File: config.mk
export PLATFORM = sky130hd
export DESIGN_NAME = rx_frame_parser_flat
export DESIGN_NICKNAME = d
export VERILOG_FILES = /design/src/rtl/rxfp_pkg.sv /design/src/rtl/rx_frame_parser_if.sv /design/src/rtl/crc16_byte.sv /design/src/rtl/rx_frame_parser.sv /design/src/flat_wrapper.sv
export SDC_FILE = /design/constraint.sdc
export NUM_CORES = 1
export LEC_CHECK = 0
export CORE_ASPECT_RATIO = 0.9
export CORE_MARGIN = 4
export CORE_UTILIZATION = 50
export CTS_CLUSTER_SIZE = 30
export DETAILED_ROUTE_END_ITERATION = 8
export PLACE_DENSITY = 0.66
export SLEW_MARGIN = 20
export SYNTH_ARGS = -nofsm -noshare
export SYNTH_HDL_FRONTEND = slang
export SYNTH_SLANG_ARGS = --single-unit
File: constraint.sdc
create_clock -name sys_clk -period 7.05 [get_ports sys_clk]
set_input_delay 1.41 -clock sys_clk [delete_from_list [all_inputs] [get_ports sys_clk]]
set_output_delay 1.41 -clock sys_clk [all_outputs]
set_load 0.01 [all_outputs]
File: src/rtl/rxfp_pkg.sv
// Shared types and constants for the bus-frame receive parser.
package rxfp_pkg;

  typedef enum logic [3:0] {
    ST_IDLE,
    ST_ID_L,
    ST_LEN_H,
    ST_LEN_L,
    ST_SID,
    ST_RW,
    ST_DATA,
    ST_CRC_H,
    ST_CRC_L,
    ST_SKIP
  } rxfp_state_e;

  localparam logic [15:0] CRC_POLY     = 16'hA001;
  localparam logic [15:0] CRC_INIT     = 16'hFFFF;
  localparam logic [1:0]  RW_READ      = 2'b11;
  localparam int unsigned HDR_OVERHEAD = 4;
  localparam int unsigned BYTE_W       = 8;

endpackage

File: src/rtl/rx_frame_parser_if.sv
// Byte-receiver input and command/error outputs of the frame parser.
interface rx_frame_parser_if #(
  parameter int unsigned DATA_BYTES = 4
);
  localparam int unsigned SEN_W = 8 + 8 * DATA_BYTES;

  logic             rx_flag;
  logic [7:0]       rx_data;
  logic [7:0]       ret_cmd;
  logic             ret_cmd_flg;
  logic [SEN_W-1:0] sen_cmd;
  logic             sen_cmd_flag;
  logic             err_crc;
  logic             err_len;
  logic             err_timeout;

  // Byte receiver / command consumers side
  modport master (
    output rx_flag, rx_data,
    input  ret_cmd, ret_cmd_flg, sen_cmd, sen_cmd_flag,
    input  err_crc, err_len, err_timeout
  );

  // Parser side
  modport slave (
    input  rx_flag, rx_data,
    output ret_cmd, ret_cmd_flg, sen_cmd, sen_cmd_flag,
    output err_crc, err_len, err_timeout
  );

endinterface

File: src/rtl/crc16_byte.sv
// One-byte CRC-16/MODBUS update (reflected), fully combinational.
module crc16_byte
  import rxfp_pkg::*;
(
  input  logic [15:0] crc_in_i,
  input  logic [7:0]  byte_i,
  output logic [15:0] crc_out_c_o
);

  logic [15:0] crc;

  // Eight unrolled shift/XOR steps, LSB first
  always_comb begin
    crc = crc_in_i ^ {8'h00, byte_i};
    for (int unsigned b = 0; b < 8; b++) begin
      crc = crc[0] ? ((crc >> 1) ^ CRC_POLY) : (crc >> 1);
    end
    crc_out_c_o = crc;
  end

endmodule

File: src/rtl/rx_frame_parser.sv
// Addressed bus-frame parser: header decode, foreign-frame skip, CRC-16 check,
// inter-byte timeout, and read-reply / sensor-write command generation.
module rx_frame_parser
  import rxfp_pkg::*;
#(
  parameter logic [15:0]  NODE_ID     = 16'h0001,
  parameter int unsigned  DATA_BYTES  = 4,
  parameter int unsigned  TIMEOUT_CYC = 50000
) (
  input  logic            sys_clk,
  input  logic            sys_rst,
  rx_frame_parser_if.slave bus
);

  localparam int unsigned PAY_W    = BYTE_W * DATA_BYTES;
  localparam int unsigned SEN_W    = BYTE_W + PAY_W;
  localparam int unsigned IDX_W    = (DATA_BYTES > 1) ? $clog2(DATA_BYTES) : 1;
  localparam int unsigned TMO_W    = (TIMEOUT_CYC > 0) ? $clog2(TIMEOUT_CYC + 1) : 1;
  localparam int unsigned TMO_LAST = (TIMEOUT_CYC > 0) ? TIMEOUT_CYC - 1 : 0;
  localparam int unsigned LEN_WR   = HDR_OVERHEAD + DATA_BYTES;
  localparam int unsigned LEN_RD   = HDR_OVERHEAD;

  rxfp_state_e      state_q,   state_d;
  logic [15:0]      crc_q,     crc_d;
  logic [15:0]      id_q,      id_d;
  logic [15:0]      len_q,     len_d;
  logic [7:0]       sid_q,     sid_d;
  logic             is_read_q, is_read_d;
  logic [IDX_W-1:0] idx_q,     idx_d;
  logic [PAY_W-1:0] payload_q, payload_d;
  logic [15:0]      skip_q,    skip_d;
  logic [TMO_W-1:0] tmo_q,     tmo_d;
  logic [7:0]       crc_h_q,   crc_h_d;

  logic [7:0]       ret_cmd_q, ret_cmd_d;
  logic             ret_flg_q, ret_flg_d;
  logic [SEN_W-1:0] sen_cmd_q, sen_cmd_d;
  logic             sen_flg_q, sen_flg_d;
  logic             err_crc_q, err_crc_d;
  logic             err_len_q, err_len_d;
  logic             err_tmo_q, err_tmo_d;

  logic [15:0]      crc_seed;
  logic [15:0]      crc_next;
  logic [15:0]      len_rx;
  logic             rw_read;
  logic [15:0]      len_expect;

  // First byte of every frame folds into a freshly seeded CRC
  assign crc_seed   = (state_q == ST_IDLE) ? CRC_INIT : crc_q;
  assign len_rx     = {len_q[15:8], bus.rx_data};
  assign rw_read    = (bus.rx_data[1:0] == RW_READ);
  assign len_expect = rw_read ? 16'(LEN_RD) : 16'(LEN_WR);

  crc16_byte u_crc (
    .crc_in_i    (crc_seed),
    .byte_i      (bus.rx_data),
    .crc_out_c_o (crc_next)
  );

  always_comb begin
    state_d   = state_q;
    crc_d     = crc_q;
    id_d      = id_q;
    len_d     = len_q;
    sid_d     = sid_q;
    is_read_d = is_read_q;
    idx_d     = idx_q;
    payload_d = payload_q;
    skip_d    = skip_q;
    tmo_d     = tmo_q;
    crc_h_d   = crc_h_q;
    ret_cmd_d = ret_cmd_q;
    ret_flg_d = 1'b0;
    sen_cmd_d = sen_cmd_q;
    sen_flg_d = 1'b0;
    err_crc_d = 1'b0;
    err_len_d = 1'b0;
    err_tmo_d = 1'b0;

    if (bus.rx_flag) begin
      tmo_d = '0;
      unique case (state_q)
        ST_IDLE: begin
          id_d    = {bus.rx_data, 8'h00};
          crc_d   = crc_next;
          state_d = ST_ID_L;
        end
        ST_ID_L: begin
          id_d    = {id_q[15:8], bus.rx_data};
          crc_d   = crc_next;
          state_d = ST_LEN_H;
        end
        ST_LEN_H: begin
          len_d   = {bus.rx_data, 8'h00};
          crc_d   = crc_next;
          state_d = ST_LEN_L;
        end
        ST_LEN_L: begin
          len_d = len_rx;
          crc_d = crc_next;
          if (id_q != NODE_ID) begin
            skip_d  = len_rx;
            state_d = (len_rx == 16'd0) ? ST_IDLE : ST_SKIP;
          end else begin
            state_d = ST_SID;
          end
        end
        ST_SID: begin
          sid_d   = bus.rx_data;
          crc_d   = crc_next;
          state_d = ST_RW;
        end
        ST_RW: begin
          crc_d     = crc_next;
          is_read_d = rw_read;
          idx_d     = '0;
          if (len_q != len_expect) begin
            // SID and RW already consumed two of the LEN bytes
            err_len_d = 1'b1;
            skip_d    = len_q - 16'd2;
            state_d   = (len_q <= 16'd2) ? ST_IDLE : ST_SKIP;
          end else begin
            state_d = rw_read ? ST_CRC_H : ST_DATA;
          end
        end
        ST_DATA: begin
          crc_d = crc_next;
          payload_d[{idx_q, 3'b000} +: BYTE_W] = bus.rx_data;
          if (idx_q == IDX_W'(DATA_BYTES - 1)) begin
            state_d = ST_CRC_H;
          end else begin
            idx_d = idx_q + IDX_W'(1);
          end
        end
        ST_CRC_H: begin
          crc_h_d = bus.rx_data;
          state_d = ST_CRC_L;
        end
        ST_CRC_L: begin
          state_d = ST_IDLE;
          if ({crc_h_q, bus.rx_data} == crc_q) begin
            if (is_read_q) begin
              ret_cmd_d = sid_q;
              ret_flg_d = 1'b1;
            end else begin
              sen_cmd_d = {sid_q, payload_q};
              sen_flg_d = 1'b1;
            end
          end else begin
            err_crc_d = 1'b1;
          end
        end
        ST_SKIP: begin
          skip_d = skip_q - 16'd1;
          if (skip_q == 16'd1) begin
            state_d = ST_IDLE;
          end
        end
        default: state_d = ST_IDLE;
      endcase
    end else if (state_q == ST_IDLE) begin
      tmo_d = '0;
    end else if (TIMEOUT_CYC != 0) begin
      // A byte in the same cycle always wins over the abort
      if (tmo_q == TMO_W'(TMO_LAST)) begin
        tmo_d     = '0;
        err_tmo_d = 1'b1;
        state_d   = ST_IDLE;
      end else begin
        tmo_d = tmo_q + TMO_W'(1);
      end
    end
  end

  always_ff @(posedge sys_clk or negedge sys_rst) begin
    if (!sys_rst) begin
      state_q   <= ST_IDLE;
      crc_q     <= CRC_INIT;
      id_q      <= '0;
      len_q     <= '0;
      sid_q     <= '0;
      is_read_q <= 1'b0;
      idx_q     <= '0;
      payload_q <= '0;
      skip_q    <= '0;
      tmo_q     <= '0;
      crc_h_q   <= '0;
      ret_cmd_q <= '0;
      ret_flg_q <= 1'b0;
      sen_cmd_q <= '0;
      sen_flg_q <= 1'b0;
      err_crc_q <= 1'b0;
      err_len_q <= 1'b0;
      err_tmo_q <= 1'b0;
    end else begin
      state_q   <= state_d;
      crc_q     <= crc_d;
      id_q      <= id_d;
      len_q     <= len_d;
      sid_q     <= sid_d;
      is_read_q <= is_read_d;
      idx_q     <= idx_d;
      payload_q <= payload_d;
      skip_q    <= skip_d;
      tmo_q     <= tmo_d;
      crc_h_q   <= crc_h_d;
      ret_cmd_q <= ret_cmd_d;
      ret_flg_q <= ret_flg_d;
      sen_cmd_q <= sen_cmd_d;
      sen_flg_q <= sen_flg_d;
      err_crc_q <= err_crc_d;
      err_len_q <= err_len_d;
      err_tmo_q <= err_tmo_d;
    end
  end

  assign bus.ret_cmd      = ret_cmd_q;
  assign bus.ret_cmd_flg  = ret_flg_q;
  assign bus.sen_cmd      = sen_cmd_q;
  assign bus.sen_cmd_flag = sen_flg_q;
  assign bus.err_crc      = err_crc_q;
  assign bus.err_len      = err_len_q;
  assign bus.err_timeout  = err_tmo_q;

endmodule

File: src/flat_wrapper.sv
// flat-port wrapper written by rule: the top's interface ports become plain ports
module rx_frame_parser_flat import rxfp_pkg::*;
#(
  parameter logic [15:0]  NODE_ID     = 16'h0001,
  parameter int unsigned  DATA_BYTES  = 4,
  parameter int unsigned  TIMEOUT_CYC = 50000
)
  (sys_clk, sys_rst, bus_rx_flag, bus_rx_data, bus_ret_cmd, bus_ret_cmd_flg, bus_sen_cmd, bus_sen_cmd_flag, bus_err_crc, bus_err_len, bus_err_timeout);
  rx_frame_parser_if #(.DATA_BYTES(DATA_BYTES)) bus_i ();
  input  logic sys_clk;
  input  logic sys_rst;
  input wire logic [$bits(bus_i.rx_flag)-1:0] bus_rx_flag;
  input wire logic [$bits(bus_i.rx_data)-1:0] bus_rx_data;
  output wire logic [$bits(bus_i.ret_cmd)-1:0] bus_ret_cmd;
  output wire logic [$bits(bus_i.ret_cmd_flg)-1:0] bus_ret_cmd_flg;
  output wire logic [$bits(bus_i.sen_cmd)-1:0] bus_sen_cmd;
  output wire logic [$bits(bus_i.sen_cmd_flag)-1:0] bus_sen_cmd_flag;
  output wire logic [$bits(bus_i.err_crc)-1:0] bus_err_crc;
  output wire logic [$bits(bus_i.err_len)-1:0] bus_err_len;
  output wire logic [$bits(bus_i.err_timeout)-1:0] bus_err_timeout;
  assign bus_i.rx_flag = bus_rx_flag;
  assign bus_i.rx_data = bus_rx_data;
  assign bus_ret_cmd = bus_i.ret_cmd;
  assign bus_ret_cmd_flg = bus_i.ret_cmd_flg;
  assign bus_sen_cmd = bus_i.sen_cmd;
  assign bus_sen_cmd_flag = bus_i.sen_cmd_flag;
  assign bus_err_crc = bus_i.err_crc;
  assign bus_err_len = bus_i.err_len;
  assign bus_err_timeout = bus_i.err_timeout;
  rx_frame_parser #(.NODE_ID(NODE_ID), .DATA_BYTES(DATA_BYTES), .TIMEOUT_CYC(TIMEOUT_CYC)) u_core (.sys_clk(sys_clk), .sys_rst(sys_rst), .bus(bus_i));
endmodule
==> summary.txt, run 1 <==
CTS
  • Cts bufs inserted: 17
  • CTS hold repair buffers: 0
  • Htree depth: 4
  • Post_cts resized: 0
  • Clock buffer depth: 2
  • CTS Root Cell: clkbuf_16
  • Clk sinks: approximately 190
  • Worst skew pair latency: around 440 ps
  • CTS tree: done
  • Clock edge transition at the registers on the reported setup and hold paths: roughly 80 ps
  • Post-CTS Setup Bufs: 0

STA
  • Setup_tns: 0 ps
  • Max-slew violations: 0
  • Unrepaired setup endpoints after global routing: false
  • Final period utilization: a little over half
  • Final Critical Period: 3800 ps
  • Final setup viols: 0
  • Worst Max-Slew Pin Slew: 980 ps
  • Setup Skew: about 16 ps
  • Fin. Hold Viols: 0
  • Hold_ws: around 480 ps
  • FMAX: ~260 MHz
  • Max-slew headroom: 34.5%

Routing
  • Via Count: around 6400
  • Post-Route WL: between 15 and 20 mm
  • WL/cell: 16.7 um
  • Initial DRT Pass Iterations: 7
  • Post-DR vias/cell: 5.46
  • Post-route ant nets: 0
  • DRC: 0
  • Starting DRC count in detailed routing: around 430

GRT
  • Vias in the first global route: 6258
  • Global route overflow: 0
  • First-pass GRT wire length: roughly 33 mm
  • GRT Total Usage: between 20% and 30%
  • Pin count of the biggest net entering global routing: around 120
  • Initial antenna violation count: 0

Final layout
  • Share of cells above drive strength 1: around 16%
  • Nets: between 900 and 1000
  • Ant diodes: 0
  • Fin util: roughly three fifths
  • Final Cell Area: 10400 um^2
  • Synth-to-layout area growth: 16.3%

Synth
  • Synth top area share: between 40% and 50%
  • Top post-synthesis cells by count: dfrtp_1, nand2_1, o21ai_0
  • Primary FF master, synth: dfrtp_1
  • Most common cell in the netlist: dfrtp_1
  • Yosys warnings: 0
  • Yosys top cell by area: dfrtp_1
  • Synth Area in Compound Gates: between 10% and 20%
  • Asr flop ratio synth: 100%
  • Post-synthesis xor/xnor area fraction: roughly 6.7%
  • Synthesis-stage register bit count: 188
  • Syn Nets: between 900 and 1000
  • Post-synthesis adder-cell area fraction: 1.40%
  • Library cells used by synthesis: 63
  • Post-synth EDFFs: 0
  • Seq/Total Area, Yosys: around 53%
  • Mapped Avg Cell Area: 10.1 um^2
  • Largest family of logic cells by synthesized area: simple AND/OR/NAND/NOR gates
  • Area contributors post-synth: dfrtp_1, mux2_2, nand2_1
  • Synthesized cell area: 8940 um^2
  • Synth Area in Simple Gates: about 16%
  • Mux cell area share after synthesis: 9.80%
  • Synthesized instance count: 884

Placed design
  • Final Wtd Congestion: a little over 0.9
  • HPWL after DPL: 12.9 mm
  • Placed cell areas: about 10000 um^2
  • Port Buffers: 63

Pwr
  • Worst vdd ir: 0.330 mV
  • P_leak: 4.52 nW
  • Final Power: 0.00358 W
  • Pwr dens: 344 nW/um^2

Critical path
  • Worst Path Max Fanout: 29
  • Worst path max stage delay: about 490 ps
  • CP Cell Sequence: clkdlybuf4s50_1 > buf_4 > xnor2_1 > nand4_1 > nor4_1 > nor2b_1 > nor2b_4 > buf_12 > mux2_2
  • Reg-to-reg critical path startpoint: u_core.state_q[1]$_DFFE_PN0P_
  • CP Launch Point: bus_rx_data[0]
  • Kind of critical path: in -> reg
  • Setup crit end kind: flip-flop
  • Slowest-stage cell, CP: nor2b_4
  • CP top delay family: simple AND/OR/NAND/NOR gates
  • Type of origin of the critical path: primary input
  • CP Data Arrival Time: a little over 4000 ps
  • WP buf/inv: 3
  • Data required time of the critical path: 7370 ps

Outcome
  • Outcome: finished, final reports clean

Die
  • Core area: about 18000 um^2
  • Die height: 135 um
  • Initial core utilization: just over 50%
  • Die area: roughly 20000 um^2
  • Die width: roughly 150 um
  • Ports: 64
  • # rows: 46

Run
  • MaxCap Viol Count: 0

Min path
  • Worst min path class: reg -> reg
  • Hold_sp: u_core.payload_q[15]$_DFFE_PN0P_
==> routing by layer <==
layer | track usage (%) | wire, um | vias to the layer above
met2 | 31.5 | 8830 | 164
met3 | 4.36 | 1040 | 24
met5 | 0 | 0 | -
met1 | 29.7 | 9520 | 3138
li1 | - | - | 3111
met4 | 5.08 | 256 | 0
==> path summary, 6_finish.rpt <==
| path | cells after the start | slack (ps) | end |
|---|---|---|---|
| max | 9 | 3250 | u_core.bus.sen_cmd[31]$_DFFE_PN0P_ |
| min | 2 | 480 | u_core.payload_q[15]$_DFFE_PN0P_ |
| max reg2reg | 6 | 4190 | u_core.state_q[2]$_DFFE_PN0P_ |
| min reg2reg | 2 | 480 | u_core.payload_q[15]$_DFFE_PN0P_ |
| max in group asynchronous | 2 | 4480 | u_core.payload_q[9]$_DFFE_PN0P_ |
| min in group asynchronous | 1 | 1130 | u_core.tmo_q[6]$_DFF_PN0_ |
==> final cells by class <==
cell class	count	area, um^2
clock inverters	15	200
clock buffers	17	425
repair buffers	76	744
inverters	11	41.3
flip-flops and latches	188	4720
multi-input cells	632	3960
fillers	1548	7210
well taps	240	300
==> flip-flops by register name, summed over array words and instances (netlist names), 2 cells and up <==
register            cells
u_core.len_q           16
u_core.tmo_q           16
u_core.crc_h_q          8
u_core.sid_q            8
u_core.skip_q          16
u_core.bus.sen_cmd     40
u_core.state_q          4
u_core.id_q            16
u_core.crc_q           16
u_core.payload_q       32
u_core.bus.ret_cmd      8
u_core.idx_q            2
==> worst reg2reg max path, delay by kind of cell (launching register included) <==
| kind | cells | cell delay (ps) |
|---|---|---|
| AOI/OAI and AO/OA | 4 | 1040 |
| and+or+nand+nor | 2 | 1170 |
| DFF | 1 | 570 |
==> cell families (layout without fill, tap and decap cells) <==
family                   count (synthesis)  after routing
AND/OR/NAND/NOR                        317            317
flip-flops                             188            188
AO/OA/AOI/OAI                          162            162
multiplexers                            78             78
XOR/XNOR                                65             65
buffers and inverters                   64            119
adder cells (fa/ha/maj)                 10             10
==> per-stage QoR <==
step / std cells / setup WS (ps)
after floorplan: 884 / 3710
after global placement: 1146 / 2580
after detailed placement: 1146 / 2460
after CTS: 1178 / 2930
final: 1179 / 3250
after global routing: 1179 / 3040
==> report_power, final <==
part	leakage [nW]	total (W)	switching [W]	internal (W)
combinational	1.73	0.00108	0.000602	0.000483
sequential	2.50	0.00152	0.000220	0.00130
clock	0.295	0.000969	0.000485	0.000484
total	4.52	0.00358	0.00131	0.00227
==> placed cells by master, fill, tap and decap left out, types with 2 or more instances in the layout <==
master and count:
xor2_1 19, nand4_1 11, or3_1 8, nand3_1 11, buf_4 12, nor3_1 12
xnor2_1 44, a21o_1 2, nor4_1 11, nor4_2 2, a211o_1 2, o22ai_1 3
o21ai_0 109, and3_1 3, clkinv_4 2, dfstp_2 16, nor2b_1 6, a31oi_1 5
a221oi_1 3, clkdlybuf4s50_1 62, ha_1 10, inv_6 2, a21oi_1 20, a22o_1 2
mux2_2 76, nand2b_1 5, nor4b_1 2, nand2_1 155, clkbuf_16 17, clkinv_8 9
dfrtp_1 172, mux2i_1 2, nor3b_1 6, inv_1 11, o21ai_1 2, or4_1 2
nor2_1 71
(Power assumes the default switching activity.)
==> run 2: changes to the inputs <==
clock period = 3.9 ns   (was 7.05 ns; I/O delays follow)
==> summary.txt, run 2 (synthesized netlist as in run 1, its figures left out) <==
Final layout
  • Share of cells above drive strength 1: 16.3% (was 15.8%)
  • Commonest non-fill, non-tap cell in the layout: dfrtp_1 (unchanged)
  • Max FFs per register: 40 (unchanged)
  • Synth-to-layout area growth: 16.7% (was 16.3%)
  • Commonest cells after routing, fill and taps aside: dfrtp_1, nand2_1, o21ai_0 (unchanged)
  • Ant diodes: 0 (unchanged)
  • Nets: 953 (was 947)
  • Final Cell Area: 10400 um^2 (about the same)

CTS
  • CTS Root Cell: clkbuf_16 (unchanged)
  • Clk sinks: 188 (unchanged)
  • CTS tree: done (unchanged)
  • Worst skew pair latency: 440 ps (about the same)
  • Htree depth: 4 (unchanged)
  • CTS hold repair buffers: 0 (unchanged)
  • Post_cts resized: 0 (unchanged)
  • Post-CTS Setup Bufs: 0 (unchanged)
  • Cts bufs inserted: 17 (unchanged)
  • Clock buffer depth: 2 (unchanged)
  • Clock edge transition at the registers on the reported setup and hold paths: 80 ps (about the same)

Routing
  • Initial DRT Pass Iterations: 4 (was 7)
  • DRC: 0 (unchanged)
  • Post-route ant nets: 0 (unchanged)
  • Post-DR vias/cell: 5.46 (about the same)
  • Via Count: 6473 (was 6437)
  • Post-Route WL: 20.2 mm (was 19.6 mm)
  • Starting DRC count in detailed routing: 366 (was 433)
  • WL/cell: 17.0 um (was 16.7 um)

Placed design
  • HPWL after DPL: 13.1 mm (was 12.9 mm)
  • Final Wtd Congestion: 0.808 (was 0.920)
  • Port Buffers: 63 (unchanged)
  • Placed cell areas: 9830 um^2 (was 9750 um^2)

Pwr
  • P_leak: 4.55 nW (was 4.52 nW)
  • Pwr dens: 627 nW/um^2 (was 344 nW/um^2)
  • Worst vdd ir: 0.559 mV (was 0.330 mV)

STA
  • Setup Skew: 17.0 ps (was 16.3 ps)
  • Max-slew headroom: 31.4% (was 34.5%)
  • Final setup viols: 0 (unchanged)
  • FMAX: roughly 340 MHz
  • Final period utilization: about 75%
  • Final Critical Period: roughly 2900 ps
  • Setup_tns: 0 ps (unchanged)
  • Unrepaired setup endpoints after global routing: false (unchanged)
  • Max-slew violations: 0 (unchanged)
  • Fin. Hold Viols: 0 (unchanged)
  • Worst Max-Slew Pin Slew: 1030 ps (was 980 ps)

Critical path
  • WP buf/inv: 1 (was 3)
  • Type of origin of the critical path: primary input (unchanged)
  • FF-to-FF path depth: 6 (unchanged)
  • Setup crit end kind: flip-flop (unchanged)
  • Reg2Reg Setup Slack: 1160 ps (was 4190 ps)
  • Kind of critical path: in -> reg (unchanged)
  • Worst path max stage delay: 530 ps (was 490 ps)
  • Critical R2R Capture: u_core.skip_q[6]$_DFFE_PN0P_ (was u_core.state_q[2]$_DFFE_PN0P_)
  • Worst Path Max Fanout: 32 (was 29)
  • Reg-to-reg critical path startpoint: u_core.state_q[1]$_DFFE_PN0P_ (unchanged)
  • CP Cell Sequence: clkdlybuf4s50_1 > nand2_1 > or3_1 > a211o_1 > or3_1 > nand3_2 > o21ai_0 > o21ai_0 (was clkdlybuf4s50_1 > buf_4 > xnor2_1 > nand4_1 > nor4_1 > nor2b_1 > nor2b_4 > buf_12 > mux2_2)
  • CP top delay family: simple AND/OR/NAND/NOR gates (unchanged)
  • CP Data Arrival Time: 3260 ps (was 4120 ps)
  • Data required time of the critical path: 4250 ps (was 7370 ps)
  • Slowest-stage cell, CP: clkdlybuf4s50_1 (was nor2b_4)

Die
  • Die width: 149 um (unchanged)
  • Die height: 135 um (unchanged)
  • Ports: 64 (unchanged)
  • Core area: 17600 um^2 (unchanged)
  • Initial core utilization: 50.8% (unchanged)
  • Die area: 20100 um^2 (unchanged)
  • # rows: 46 (unchanged)

Outcome
  • Outcome: finished, final reports clean (unchanged)

GRT
  • Global route overflow: 0 (unchanged)
  • GRT Total Usage: 20.5% (was 20.4%)
  • Vias in the first global route: 6219 (was 6258)
  • First-pass GRT wire length: 32.8 mm (about the same)
  • Initial antenna violation count: 0 (unchanged)
  • Pin count of the biggest net entering global routing: 97 (was 121)

Run
  • MaxCap Viol Count: 0 (unchanged)

Min path
  • Worst min path class: in -> async (was reg -> reg)
-- run 2: cell count changes in the layout (fill, tap and decap cells not counted), sizes merged --
cell | before | now
inv | 14 | 18
bufinv | 0 | 1
buf | 13 | 19
clkinvlp | 1 | 3
clkinv | 11 | 4
-- run 2: worst max path at each step --
| stage | from | to | slack [ps] | depth (start not counted) |
|---|---|---|---|---|
| 2_1_floorplan | bus_rx_data[2] | u_core.bus.sen_cmd[0]$_DFFE_PN0P_ | 1190 | 9 |
| 3_3_place_gp | bus_rx_data[0] | u_core.skip_q[12]$_DFFE_PN0P_ | 670 | 8 |
| 3_5_place_dp | bus_rx_data[0] | u_core.skip_q[6]$_DFFE_PN0P_ | 540 | 8 |
| 4_1_cts | bus_rx_data[0] | u_core.skip_q[6]$_DFFE_PN0P_ | 1030 | 8 |
| 5_1_grt | bus_rx_data[1] | u_core.skip_q[8]$_DFFE_PN0P_ | 780 | 8 |
| 6_report | bus_rx_data[0] | u_core.skip_q[6]$_DFFE_PN0P_ | 990 | 8 |
-- run 2: per-stage QoR --
step / utilization (%) / power [W] / hold slack [ps] / cells / setup WS (ps)
after floorplan: - / 0.00425 / 442 / 884 / 1190
after global placement: 55.8 / 0.00474 / 457 / 1153 / 667
after detailed placement: 55.8 / 0.00478 / 468 / 1153 / 540
after CTS: 59.2 / 0.00655 / 443 / 1185 / 1030
after global routing: 59.2 / 0.00695 / 459 / 1185 / 781
final: 59.2 / 0.00654 / 397 / 1185 / 988
-- run 2: metal layers --
layer | global-route usage (%) | wire [um]
met1 | 31.3 | 10000
met2 | 30.1 | 8990
met3 | 4.16 | 915
met4 | 5.49 | 262
met5 | 0 | 0
-- run 2: cell type report --
| class | instances | area (um^2) |
|---|---|---|
| clock buffers | 17 | 425 |
| clock inverters | 15 | 176 |
| fillers | 1538 | 7180 |
| inverters | 11 | 41.3 |
| multi-input cells | 632 | 3960 |
| flip-flops and latches | 188 | 4720 |
| well taps | 240 | 300 |
| repair buffers | 82 | 802 |
-- run 2: where the power goes --
group | internal, W | switching (W)
registers | 0.00236 | 0.000401
clock network | 0.000919 | 0.000845
logic | 0.000884 | 0.00113
total | 0.00416 | 0.00237
-- run 2: worst register-to-register path: stages (launching register included) --
cell	delay, ps
dfrtp_1	570
nand4bb_1	500
or3_1	510
or3_1	410
nand3_2	400
o21ai_0	170
o21ai_0	100
==> run 3: changes to the inputs <==
PLACE_DENSITY = 0.68   (was 0.66)
clock period = 2.35 ns   (was 3.9 ns; I/O delays follow)
==> summary.txt, run 3 (synthesized netlist as in run 1, its figures left out) <==
STA
  • Final Critical Period: between 2000 and 2500 ps
  • Final setup viols: 0 (unchanged)
  • Setup ws final: 12.5 ps (was 988 ps)
  • Final period utilization: between 90 and 100%
  • Hold_ws: 480 ps (was 397 ps)
  • Max-slew violations: 0 (unchanged)
  • Worst Max-Slew Pin Slew: 578 ps (was 1030 ps)
  • Fin. Hold Viols: 0 (unchanged)
  • Max-slew headroom: 61.1% (was 31.4%)
  • Setup Skew: 12.2 ps (was 17.0 ps)
  • Unrepaired setup endpoints after global routing: true (was false)
  • FMAX: 428 MHz

Routing
  • Via Count: 6749 (was 6473)
  • Post-Route WL: 21.2 mm (was 20.2 mm)
  • WL/cell: 16.9 um (was 17.0 um)
  • Initial DRT Pass Iterations: 6 (was 4)
  • DRC: 0 (unchanged)
  • Post-DR vias/cell: 5.39 (was 5.46)
  • Starting DRC count in detailed routing: 514 (was 366)
  • Post-route ant nets: 0 (unchanged)

Final layout
  • Fillers: 1434 (was 1538)
  • Fin util: 63.9% (was 59.2%)
  • Max FFs per register: 40 (unchanged)
  • Commonest non-fill, non-tap cell in the layout: dfrtp_1 (unchanged)
  • Sequential cell area: 4720 um^2 (unchanged)
  • Share of cells above drive strength 1: 22.8% (was 16.3%)
  • Post-route non-filler standard cell count: 1251 (was 1185)
  • Multi-input logic area: 4130 um^2 (was 3960 um^2)
  • Synth-to-layout area growth: 25.8% (was 16.7%)
  • Commonest cells after routing, fill and taps aside: dfrtp_1, nand2_1, o21ai_0 (unchanged)
  • Final Cell Area: 11200 um^2 (was 10400 um^2)
  • Ant diodes: 0 (unchanged)
  • Nets: 1019 (was 953)

GRT
  • Vias in the first global route: 6371 (was 6219)
  • Global route overflow: 0 (unchanged)
  • GRT Total Usage: 21.4% (was 20.5%)
  • First-pass GRT wire length: 34.1 mm (was 32.8 mm)
  • Initial antenna violation count: 0 (unchanged)
  • GR Layer Usage met3: 3.89% (was 4.16%)
  • Grt met1 use: 31.9% (was 31.3%)
  • Pin count of the biggest net entering global routing: 55 (was 97)
  • M2 GR Usage: 32.7% (was 30.1%)
  • GRT Max-Usage Layer: met2 (was met1)

CTS
  • Clk sinks: 188 (unchanged)
  • Cts bufs inserted: 17 (unchanged)
  • Htree depth: 4 (unchanged)
  • CTS tree: done (unchanged)
  • Clock buffer depth: 2 (unchanged)
  • CTS Root Cell: clkbuf_16 (unchanged)
  • Clock edge transition at the registers on the reported setup and hold paths: 80 ps (about the same)
  • Worst skew pair latency: 440 ps (about the same)

Critical path
  • Data required time of the critical path: 2680 ps (was 4250 ps)
  • CP Data Arrival Time: 2660 ps (was 3260 ps)
  • Kind of critical path: in -> reg (unchanged)
  • Worst Path Max Fanout: 9 (was 32)
  • Type of origin of the critical path: primary input (unchanged)
  • CP Cell Sequence: clkdlybuf4s50_1 > xnor2_1 > nand4_1 > nor4_2 > buf_4 > nor2b_4 > nor2b_4 > buf_12 > buf_12 > mux2_2 (was clkdlybuf4s50_1 > nand2_1 > or3_1 > a211o_1 > or3_1 > nand3_2 > o21ai_0 > o21ai_0)
  • CP Launch Point: bus_rx_data[0] (unchanged)
  • Slowest-stage cell, CP: clkdlybuf4s50_1 (unchanged)
  • Setup crit end kind: flip-flop (unchanged)
  • Reg-to-reg critical path startpoint: u_core.crc_q[11]$_DFFE_PN1P_ (was u_core.state_q[1]$_DFFE_PN0P_)
  • Worst path max stage delay: 540 ps (was 530 ps)

Die
  • Core area: 17600 um^2 (unchanged)
  • Ports: 64 (unchanged)
  • Die width: 149 um (unchanged)
  • Initial core utilization: 50.8% (unchanged)
  • Die area: 20100 um^2 (unchanged)
  • Die height: 135 um (unchanged)
  • # rows: 46 (unchanged)

Placed design
  • Final Wtd Congestion: 0.887 (was 0.808)
  • Post-Place Setup Slack: -448 ps (was 540 ps)
  • Placed insts: 1213 (was 1153)
  • Port Buffers: 63 (unchanged)
  • Placed cell areas: 10300 um^2 (was 9830 um^2)
  • HPWL after DPL: 13.8 mm (was 13.1 mm)

Pwr
  • Worst vdd ir: 0.801 mV (was 0.559 mV)
  • Pwr dens: 1020 nW/um^2 (was 627 nW/um^2)
  • P_leak: 4.97 nW (was 4.55 nW)

Min path
  • Hold_sp: u_core.payload_q[27]$_DFFE_PN0P_
  • Worst min path class: reg -> reg (was in -> async)

Run
  • MaxCap Viol Count: 0 (unchanged)

Outcome
  • Outcome: finished, final reports clean (unchanged)
run 3: path summary, 6_finish.rpt:
check,slack (ps),depth (start not counted),to
max in group asynchronous,1070,3,u_core.crc_q[8]$_DFFE_PN1P_
max,10,10,u_core.bus.sen_cmd[30]$_DFFE_PN0P_
min reg2reg,480,2,u_core.payload_q[27]$_DFFE_PN0P_
min in group asynchronous,550,2,u_core.tmo_q[11]$_DFF_PN0_
min,480,2,u_core.payload_q[27]$_DFFE_PN0P_
max reg2reg,30,9,u_core.bus.sen_cmd[30]$_DFFE_PN0P_
run 3: repair_timing:
action | CTS | global route
pin swaps | 1 | 4
resized for setup | 2 | 39
gates cloned | 0 | 4
hold buffers | 1 | 0
endpoints found under the hold margin | 19 | 0
endpoints found under the setup margin | 41 | 63
buffers inserted | 0 | 1
run 3: area by class of cell:
class                   count  share of cell area (%)
flip-flops and latches    188                    42.0
clock inverters            15                    1.74
well taps                 240                    2.67
clock buffers              17                    3.78
repair buffers            148                    12.7
inverters                  11                   0.367
multi-input cells         632                    36.7
run 3: where the power goes:
group,switching (W),total [W],internal [W]
Combinational,0.00220,0.00413,0.00193
Clock,0.00142,0.00296,0.00154
Sequential,0.000509,0.00442,0.00391
Total,0.00413,0.0115,0.00738
run 3: layer usage:
metal / up-vias / share of wire, %
li1: 3272 / -
met4: 0 / 1.3
met1: 3264 / 48
met2: 189 / 46
met3: 24 / 5.2
met5: - / 0
run 3: metrics by stage:
stage          total power [W]  setup TNS (ps)
2_1_floorplan          0.00707               0
3_3_place_gp           0.00837          -28230
3_5_place_dp           0.00844          -27800
4_1_cts                 0.0115               0
5_1_grt                 0.0123           -3060
6_report                0.0115               0
run 3: worst max-delay path: cells and delay by family:
family | cells | cell delay, ps
and+or+nand+nor | 4 | 720
muxes | 1 | 340
buffers and inverters | 4 | 980
xor gates and xnor gates | 1 | 140
==> RTL edit (flow settings as in run 2) <==
`id_q` and `payload_q` no longer have a reset.
--- a/src/rtl/rx_frame_parser.sv
+++ b/src/rtl/rx_frame_parser.sv
@@ -177,12 +177,10 @@
     if (!sys_rst) begin
       state_q   <= ST_IDLE;
       crc_q     <= CRC_INIT;
-      id_q      <= '0;
       len_q     <= '0;
       sid_q     <= '0;
       is_read_q <= 1'b0;
       idx_q     <= '0;
-      payload_q <= '0;
       skip_q    <= '0;
       tmo_q     <= '0;
       crc_h_q   <= '0;
@@ -196,12 +194,10 @@
     end else begin
       state_q   <= state_d;
       crc_q     <= crc_d;
-      id_q      <= id_d;
       len_q     <= len_d;
       sid_q     <= sid_d;
       is_read_q <= is_read_d;
       idx_q     <= idx_d;
-      payload_q <= payload_d;
       skip_q    <= skip_d;
       tmo_q     <= tmo_d;
       crc_h_q   <= crc_h_d;
@@ -215,6 +211,11 @@
     end
   end
 
+  always_ff @(posedge sys_clk) begin
+    id_q      <= id_d;
+    payload_q <= payload_d;
+  end
+
   assign bus.ret_cmd      = ret_cmd_q;
   assign bus.ret_cmd_flg  = ret_flg_q;
   assign bus.sen_cmd      = sen_cmd_q;
Behaviour: no difference found for any inputs over 4 cycles, from zero or initial values and one cycle with sys_rst low; that may be too few to reach the edited logic, so the function may still have changed.
==> RTL edit against run 2 <==
Power is 1.5% higher; critical path type unchanged; highest routed layer unchanged; worst setup slack worse by 0.16 ns; sequential cell count stayed put; critical endpoint is now u_core.crc_q[0]$_DFFE_PN1P_; synthesized cell count is 7.2% lower; area after synthesis is 1.0% higher; design area is 0.90% higher; first-iteration DRC count is 35% higher; wire length is 0.57% lower; non-clock buffer count is 2 higher.
==> RTL edit: results (changes against run 2) <==
diodes: 0  # unchanged
synth_top_cells_by_area: "dfrtp_1, edfxtp_1, mux2_2"
clock_tree.root_cell: "clkbuf_16"
drive_gt1_frac: 0.1682  # +0.005209
fin_nets: 894  # -6.2%
cts_buffers: 17  # unchanged
critPathSlowestCell: "or4b_2"
ir_worst_vdd_v: 0.0004397  # -21%
clockBufferDepth: 2  # unchanged
grt_antenna_before_repair: 0  # unchanged
ys.warnings.count: 0  # unchanged
via_count: 6349  # -1.9%
synth_cell_types: 62  # -1.6%
fin_skew_ns: 0.01167  # -0.005378 ns
syn_nets: 841  # -7.1%
largest_reg_flops: 40  # unchanged
slowest_delay_ns: 0.63  # +0.10 ns
first_pass_iters: 5  # +1
worstRegToRegCells: 7  # +1
reg2reg_slack_ns: 0.84  # -0.32 ns
first_iter_violations: 494  # +35%
cts_resized: 0  # unchanged
synth.cells.most_frequent: "dfrtp_1, nand2_1, mux2_2, o21ai_0, nor2_1"
place_ws_ns: 0.4210  # -0.1191 ns
critPathArrivalTime_ns: 3.41  # +0.15 ns
r2r_end: "u_core.skip_q[15]$_DFFE_PN0P_"
synth_edf_count: 48  # +48
p_leak_nw: 4.375  # -3.8%
status: "completed"
seq_area_frac_synth: 0.5497  # +0.02111
cts.clk_slew.worst_paths_ns: 0.08  # about the same
io_buffers: 63  # unchanged
grt_max_degree: 98  # +1.0%
async_flop_share: 0.7447  # -0.2553
critPathMaxFanout: 15  # -53%
worstReg2RegStart: "u_core.len_q[8]$_DFFE_PN0P_"
max_slew.worst_pin.slew_ns: 0.8732  # -0.1529 ns
place_congestion: 0.8765  # +8.4%
clock_latency_ns: 0.43
wl_um: 20050  # -0.57%
hpwlAfterDp_um: 13580  # +3.8%
grt_pass1_wl_um: 33420  # +1.8%
cts_setup_buffers: 0  # unchanged
post_dp_cell_area_um2: 9947  # +1.2%
gr-usage-all-layers: 0.2088  # +0.003666
htreeDepth: 4  # unchanged
hold_path_class: "primary input to async pin"
fillers: 1482  # -3.6%
[RTL edit: changes by cell type after synthesis, moves of 13 or more]
cell / change
edfxtp_1: +48
and3_1: +13
dfrtp_1: -48
and2_1: +38
nand2_1: -75
o21ai_0: -47
[RTL edit: final cells by class]
| type | count | area share |
|---|---|---|
| timing repair buffer | 84 | 0.07620 |
| multi-input combinational | 572 | 0.3651 |
| tap | 240 | 0.02853 |
| clock buffer | 18 | 0.04078 |
| sequential | 188 | 0.4717 |
| inverter | 10 | 0.003566 |
| clock inverter | 14 | 0.01415 |
[RTL edit: worst max-delay path, delay by kind of cell]
family	cells	cell delay, ns
AO/OA/AOI/OAI	4	0.57
XOR/XNOR	2	0.74
buffers and inverters	2	0.69
AND/OR/NAND/NOR	1	0.63
[RTL edit: layer usage]
metal	wire (µm)	vias up	GRT usage	part of all wire
met2	9107	212	0.3171	0.45
li1	-	2986	-	-
met1	9474	3131	0.3025	0.47
met4	261	0	0.05793	0.013
met5	0	-	0	0
met3	1208	20	0.05085	0.060
[RTL edit: worst max path at each step]
| stage | slack, ns | startpoint | depth (start not counted) | endpoint |
|---|---|---|---|---|
| detailed placement | 0.42 | bus_rx_data[3] | 8 | u_core.bus.sen_cmd[4]$_DFFE_PN0P_ |
| finish | 0.83 | bus_rx_data[2] | 9 | u_core.crc_q[0]$_DFFE_PN1P_ |
| CTS | 0.86 | bus_rx_data[1] | 8 | u_core.bus.sen_cmd[34]$_DFFE_PN0P_ |
| global placement | 0.45 | bus_rx_data[1] | 8 | u_core.bus.sen_cmd[33]$_DFFE_PN0P_ |
| global route | 0.66 | bus_rx_data[2] | 9 | u_core.crc_q[0]$_DFFE_PN1P_ |
| floorplan | 1.0 | bus_rx_data[2] | 9 | u_core.bus.sen_cmd[0]$_DFFE_PN0P_ |
[RTL edit: stage by stage]
stage,utilization,hold slack (ns),std cells
floorplan,-,0.4251,820
global placement,0.5630,0.4409,1094
detailed placement,0.5630,0.4622,1094
CTS,0.5957,0.4820,1126
global route,0.5957,0.4998,1126
finish,0.5957,0.4365,1126
[RTL edit: logic make-up after synthesis]
| kind of cell | after synthesis | synth area share |
|---|---|---|
| AOI/OAI and AO/OA | 120 | 0.07924 |
| DFF | 188 | 0.5497 |
| adders and majority gates | 10 | 0.01385 |
| xor gates and xnor gates | 69 | 0.06691 |
| muxes | 75 | 0.09323 |
| buffers and inverters | 60 | 0.02673 |
| and+or+nand+nor | 298 | 0.1704 |
[RTL edit: report_power, final]
group          leakage, nW  internal [mW]  switching [mW]  total (mW)
logic                 1.84          0.908            1.14        2.05
clock network        0.274          0.858           0.838        1.70
registers             2.26           2.45           0.445        2.89
